$ cat config.mk
export PLATFORM = sky130hd
export DESIGN_NAME = rf_multiport
export DESIGN_NICKNAME = d
export VERILOG_FILES = /design/src/rtl/rf_pkg.sv /design/src/rtl/rf_read_port.sv /design/src/rtl/rf_multiport.sv
export SDC_FILE = /design/constraint.sdc
export NUM_CORES = 1
export LEC_CHECK = 0
export BUFFER_PORTS_ARGS = -buffer_cell sky130_fd_sc_hd__buf_2
export CAP_MARGIN = 10
export CORE_ASPECT_RATIO = 0.8
export CORE_MARGIN = 2
export CORE_UTILIZATION = 35
export DETAILED_ROUTE_END_ITERATION = 8
export GPL_TIMING_DRIVEN = 0
export SYNTH_ARGS = -nofsm -noshare
export SYNTH_HDL_FRONTEND = slang
export SYNTH_HIERARCHICAL = 1
export SYNTH_SLANG_ARGS = --single-unit
$ cat constraint.sdc
create_clock -name clk -period 8.15 [get_ports clk]
set_input_delay 0 -clock clk [delete_from_list [all_inputs] [get_ports clk]]
set_output_delay 0 -clock clk [all_outputs]
set_load 0.03 [all_outputs]
$ cat src/rtl/rf_pkg.sv
// Shared constants and state encoding for the multiport register file.
package rf_pkg;

  localparam logic ST_IDLE  = 1'b0;
  localparam logic ST_SWEEP = 1'b1;

  localparam int RF_DATA_W = 32;
  localparam int RF_ADDR_W = 3;

  typedef enum logic {
    IDLE  = ST_IDLE,
    SWEEP = ST_SWEEP
  } rf_state_t;

endpackage

$ cat src/rtl/rf_read_port.sv
// One registered read port: selects storage or a same-edge bypass value,
// then registers data and raises a one-cycle valid strobe.
module rf_read_port
  import rf_pkg::*;
#(
  parameter int DATA_W    = RF_DATA_W,
  parameter int ADDR_W    = RF_ADDR_W,
  parameter int DEPTH     = 2**ADDR_W,
  parameter int ZERO_REG0 = 0
) (
  input  logic                    clk,
  input  logic                    clear,
  input  logic                    re,
  input  logic [ADDR_W-1:0]       r_addr,
  input  logic [DEPTH*DATA_W-1:0] mem_flat,
  input  logic                    wr_en,
  input  logic [ADDR_W-1:0]       w_addr,
  input  logic [DATA_W-1:0]       w_data,
  input  logic                    sw_en,
  input  logic [ADDR_W-1:0]       sw_addr,
  output logic [DATA_W-1:0]       r_data,
  output logic                    r_valid
);

  logic [DATA_W-1:0] rd_val;

  // Later assignments win: hardwired zero beats write bypass beats sweep bypass.
  always_comb begin
    rd_val = mem_flat[r_addr*DATA_W +: DATA_W];
    if (sw_en && (sw_addr == r_addr))
      rd_val = '0;
    if (wr_en && (w_addr == r_addr))
      rd_val = w_data;
    if ((ZERO_REG0 != 0) && (r_addr == '0))
      rd_val = '0;
  end

  always_ff @(posedge clk or posedge clear) begin
    if (clear) begin
      r_data  <= '0;
      r_valid <= 1'b0;
    end else begin
      r_valid <= re;
      if (re)
        r_data <= rd_val;
    end
  end

endmodule

$ cat src/rtl/rf_multiport.sv
// Register file with one write port, two registered read ports with bypass,
// and a zeroize sweep that back-pressures writes while it runs.
//
// state | meaning
// IDLE  | writes accepted, waiting for zero_req
// SWEEP | clearing reg[cnt] each cycle, writes stalled
module rf_multiport
  import rf_pkg::*;
#(
  parameter int DATA_W    = RF_DATA_W,
  parameter int ADDR_W    = RF_ADDR_W,
  parameter int DEPTH     = 2**ADDR_W,
  parameter int ZERO_REG0 = 0
) (
  input  logic              clk,
  input  logic              clear,
  input  logic              we,
  input  logic [ADDR_W-1:0] wAddr,
  input  logic [DATA_W-1:0] wData,
  output logic              w_ready,
  input  logic              re0,
  input  logic [ADDR_W-1:0] rAddr0,
  output logic [DATA_W-1:0] rData0,
  output logic              rvalid0,
  input  logic              re1,
  input  logic [ADDR_W-1:0] rAddr1,
  output logic [DATA_W-1:0] rData1,
  output logic              rvalid1,
  input  logic              zero_req,
  output logic              busy
);

  if (DEPTH != 2**ADDR_W) begin : g_depth_check
    $error("rf_multiport: DEPTH must equal 2**ADDR_W");
  end

  rf_state_t         state, state_nxt;
  logic [ADDR_W-1:0] cnt, cnt_nxt;
  logic              wr_acc;
  logic              sw_en;

  logic [DATA_W-1:0]       mem [DEPTH];
  logic [DEPTH*DATA_W-1:0] mem_flat;

  always_ff @(posedge clk or posedge clear) begin
    if (clear) begin
      state <= IDLE;
      cnt   <= '0;
    end else begin
      state <= state_nxt;
      cnt   <= cnt_nxt;
    end
  end

  always_comb begin
    state_nxt = state;
    cnt_nxt   = cnt;
    busy      = 1'b0;
    w_ready   = 1'b0;
    case (state)
      IDLE: begin
        w_ready = 1'b1;
        if (zero_req) begin
          state_nxt = SWEEP;
          cnt_nxt   = '0;
        end
      end
      SWEEP: begin
        busy    = 1'b1;
        cnt_nxt = cnt + 1'b1;
        if (cnt == ADDR_W'(DEPTH - 1))
          state_nxt = IDLE;
      end
      default: state_nxt = IDLE;
    endcase
  end

  assign wr_acc = we && w_ready;
  assign sw_en  = (state == SWEEP);

  // An accepted write to a hardwired-zero register 0 is simply not stored.
  always_ff @(posedge clk or posedge clear) begin
    if (clear) begin
      for (int i = 0; i < DEPTH; i++)
        mem[i] <= '0;
    end else if (sw_en) begin
      mem[cnt] <= '0;
    end else if (wr_acc && !((ZERO_REG0 != 0) && (wAddr == '0))) begin
      mem[wAddr] <= wData;
    end
  end

  for (genvar g = 0; g < DEPTH; g++) begin : g_flat
    assign mem_flat[g*DATA_W +: DATA_W] = mem[g];
  end

  rf_read_port #(
    .DATA_W(DATA_W), .ADDR_W(ADDR_W), .DEPTH(DEPTH), .ZERO_REG0(ZERO_REG0)
  ) u_rd0 (
    .clk     (clk),
    .clear   (clear),
    .re      (re0),
    .r_addr  (rAddr0),
    .mem_flat(mem_flat),
    .wr_en   (wr_acc),
    .w_addr  (wAddr),
    .w_data  (wData),
    .sw_en   (sw_en),
    .sw_addr (cnt),
    .r_data  (rData0),
    .r_valid (rvalid0)
  );

  rf_read_port #(
    .DATA_W(DATA_W), .ADDR_W(ADDR_W), .DEPTH(DEPTH), .ZERO_REG0(ZERO_REG0)
  ) u_rd1 (
    .clk     (clk),
    .clear   (clear),
    .re      (re1),
    .r_addr  (rAddr1),
    .mem_flat(mem_flat),
    .wr_en   (wr_acc),
    .w_addr  (wAddr),
    .w_data  (wData),
    .sw_en   (sw_en),
    .sw_addr (cnt),
    .r_data  (rData1),
    .r_valid (rvalid1)
  );

endmodule

==> impl_metrics.tcl <==
set metrics [dict create \
    synth_edf_count 0 \
    path_delay_family "buffers and inverters" \
    cp-end-kind "register" \
    power.static_leakage_nw 9.59 \
    post_synth_num_cell_types 31 \
    syn_to_final_growth_pct 16.5 \
    detailedRoute.firstPassIterationCount 5 \
    post_synthesis_cell_type_with_the_largest_combined_area "sky130_fd_sc_hd__dfrtp_1" \
    final.period_utilization_pct 31.7 \
    synth.cells.most_frequent "sky130_fd_sc_hd__dfrtp_1, sky130_fd_sc_hd__nand2_1, sky130_fd_sc_hd__mux2i_1" \
    port_buffers 110 \
    worst_ir_drop_vdd_mv 0.142 \
    hold_viol 0 \
    cp-start-kind "register" \
    synth_area_per_cell_um2 11.8 \
    pre_cts_slack_ps 5730 \
    fin_setup_tns_ps 0 \
    clkTransAtPathRegs_ps 60 \
    antenna_violating_nets_left 0 \
    finalCriticalPeriod_ps 2580 \
    synth.mux.area_fraction_pct 34.7 \
    timing.critical_path.slowest_cell_delay_ps 710 \
    grt_first_pass_wirelength_mm 87.7 \
    grt_max_degree 110 \
    numCtsBuffers 36 \
    h-tree-depth 2 \
    post_synth_inst_count 1503 \
    core_area_um2 49900 \
    cts.sinks 326 \
    fin_max_slew_vios 0 \
    cts_tree "done" \
    async_flop_share_pct 100 \
    setup_viol 0 \
    power.share.combinational_pct 35.2 \
    rsz0062_at_grt "false" \
    worstSetupPathType "register to register" \
    placement_rows 73 \
    layoutNonFillerInstCount 2391 \
    critical_path_required_ps 8590 \
    p_seq_share_pct 41.2 \
    final_layout_size_suffix_gt1_share_pct 25.6 \
    die_area_um2 52600 \
    clock.fmax_mhz 387 \
    detail_route.wl_per_cell_um 24.4 \
    post_synth_main_area_contributors "sky130_fd_sc_hd__dfrtp_1, sky130_fd_sc_hd__mux4_2, sky130_fd_sc_hd__mux2i_1" \
    fin_worst_skew_ps 8.74 \
    total_of_flip_flops_plus_latches_after_synthesis 326 \
    main_combinational_cell_family_by_area_after_synthesis "multiplexers" \
    clock_insertion_delay_worst_skew_ps 530 \
    postRouteWirelength_mm 58.4 \
    cts.repair_timing.setup_buffer_count 0 \
    power.density_nw_per_um2 311 \
    number_of_instances_in_the_placed_design 2292 \
    mappedNetlistNets 1552 \
    yosysTopAreaCellShare_pct 45.9 \
    antenna_found_initial 0 \
    crit_path_cell_trace "buf_2 -> nor2b_2 -> nand4_1 -> clkbuf_1 -> nand3_1 -> a31oi_1" \
    synth_sequential_area_ratio_pct 45.9 \
    gr-usage-all-layers_pct 22.2 \
    hpwl_reported_at_the_end_of_detailed_placement_mm 39.6 \
    nNetsFinal 1743 \
    run_status "finished, final reports clean" \
    route.detailed.vias_per_inst 5.60 \
    p_int_mw 4.05 \
    synth_simple_gate_area_share_pct 11.3 \
    worst-path-buf-inv 2 \
    worstMarginPinSlew_ps 1020 \
    post_synth_instance_area_um2 17800 \
    place.gp.congestion 0.832 \
    yosys.area_share.adder_pct 0.141 \
    die-height_um 206 \
    via_count 13400 \
    die_x_um 256 \
    globalRouteOverflowTotal 0 \
    first_global_vias 13800 \
    synth.yosys.warnings 6 \
    io_pins 115 \
    cap_viol_max_count 0 \
    post-route-drc-count 0 \
    worst_slew_margin_rel_pct 32.3 \
    power.net_switching_mw 2.37 \
    drt_iter0_markers 1158 \
    yosys_most_used_dff "sky130_fd_sc_hd__dfrtp_1" \
    final.setup.worst_slack_ps 5570 \
    clock_tree.root_cell "sky130_fd_sc_hd__clkbuf_16" \
    min-delay-path-class "input pin to register" \
    switching_share_pct 36.9 \
    arrival_ps 3030 \
    post-route-util_pct 41.5 \
    cts_hold_buf 39 \
    floorplan.initialDensity_pct 35.6 \
    cp_max_fo 10 \
    clkPwrFrac_pct 23.5 \
    synth-xor-area-share_pct 0.592 \
    cts-root-to-sink-buffers 3 \
    worst_path_max_delay_cell "sky130_fd_sc_hd__clkbuf_1" \
    synthesized_area_fraction_occupied_by_ao_oa_aoi_and_oai_cells_pct 2.37 \
    cts.repair.resized 0 \
]
## metal layers
| layer | global-route usage, % | share of wire, % | vias to the layer above |
|---|---|---|---|
| li1 | - | - | 5742 |
| met1 | 30.9 | 44 | 6942 |
| met2 | 33.7 | 44 | 583 |
| met3 | 6.17 | 9.2 | 116 |
| met4 | 7.10 | 2.9 | 0 |
| met5 | 0 | 0 | - |
## cells by family (layout without fill, tap and decap cells)
kind of cell	after synthesis	count (layout)
buffers and inverters	166	377
AO/OA/AOI/OAI	68	68
flip-flops	326	326
XOR/XNOR	12	12
other	0	2
AND/OR/NAND/NOR	481	481
multiplexers	448	448
adder cells (fa/ha/maj)	2	2
## final timing paths
check                                         to  slack (ps)  cells after the start             from
min in group asynchronous       u_rd1/r_data[26]         110                      3            clear
worst min-delay path                     mem[30]          60                      4               we
worst max register to register  u_rd1/r_data[31]        5570                      6            state
worst min register to register   u_rd0/r_data[0]         530                      2  u_rd0/r_data[0]
max in group asynchronous                mem[77]        6660                      5            clear
worst max-delay path            u_rd1/r_data[31]        5570                      6            state
## flip-flops by register name (all words and copies together), names as in the netlist
signal and cells:
mem 256, u_rd0/r_data 32, u_rd1/r_data 32, cnt 3, state 1, u_rd0/r_valid 1
u_rd1/r_valid 1
## stage by stage
stage	hold WS (ps)	total power, mW	area (um^2)
global placement	122	4.78	19200
CTS	33.0	6.43	20700
floorplan	31.4	4.15	17800
global route	57.2	6.77	20700
detailed placement	112	4.89	19300
finish	55.4	6.43	20700
## cell type report
cell class                 instances  area (um^2)
buffer                           129          752
multi-input combinational       1011         8720
sequential                       326         8160
antenna                            2         5.00
timing repair buffer             153         1040
clock inverter                     7         37.5
inverter                          37          146
tap                              675          845
clock buffer                      51          998
fill                            4753        29200
## power by group through the flow
| stage | Combinational (mW) | Clock, mW | Sequential [mW] |
|---|---|---|---|
| after global placement | 2.16 | 0 | 2.62 |
| after detailed placement | 2.23 | 0 | 2.66 |
| after floorplan | 1.44 | 0 | 2.71 |
| after CTS | 2.25 | 1.54 | 2.64 |
| final | 2.26 | 1.51 | 2.65 |
| after global routing | 2.43 | 1.60 | 2.73 |
## cells in the final DEF (no fill, tap or decap), types with 60 or more instances in the layout
cell / count
sky130_fd_sc_hd__mux2i_1: 256
sky130_fd_sc_hd__mux2_2: 64
sky130_fd_sc_hd__a31oi_1: 64
sky130_fd_sc_hd__dfrtp_1: 326
sky130_fd_sc_hd__nand2_1: 326
sky130_fd_sc_hd__nand3_1: 65
sky130_fd_sc_hd__mux4_2: 128
sky130_fd_sc_hd__clkbuf_1: 60
sky130_fd_sc_hd__nor2_1: 66
sky130_fd_sc_hd__buf_2: 162
## worst min-delay path, cell delays in order
cell	delay (ps)
sky130_fd_sc_hd__buf_2	150
sky130_fd_sc_hd__nand3b_1	150
sky130_fd_sc_hd__nor2_2	110
sky130_fd_sc_hd__mux2i_1	130
No activity file was read; power rests on OpenSTA's default activity.
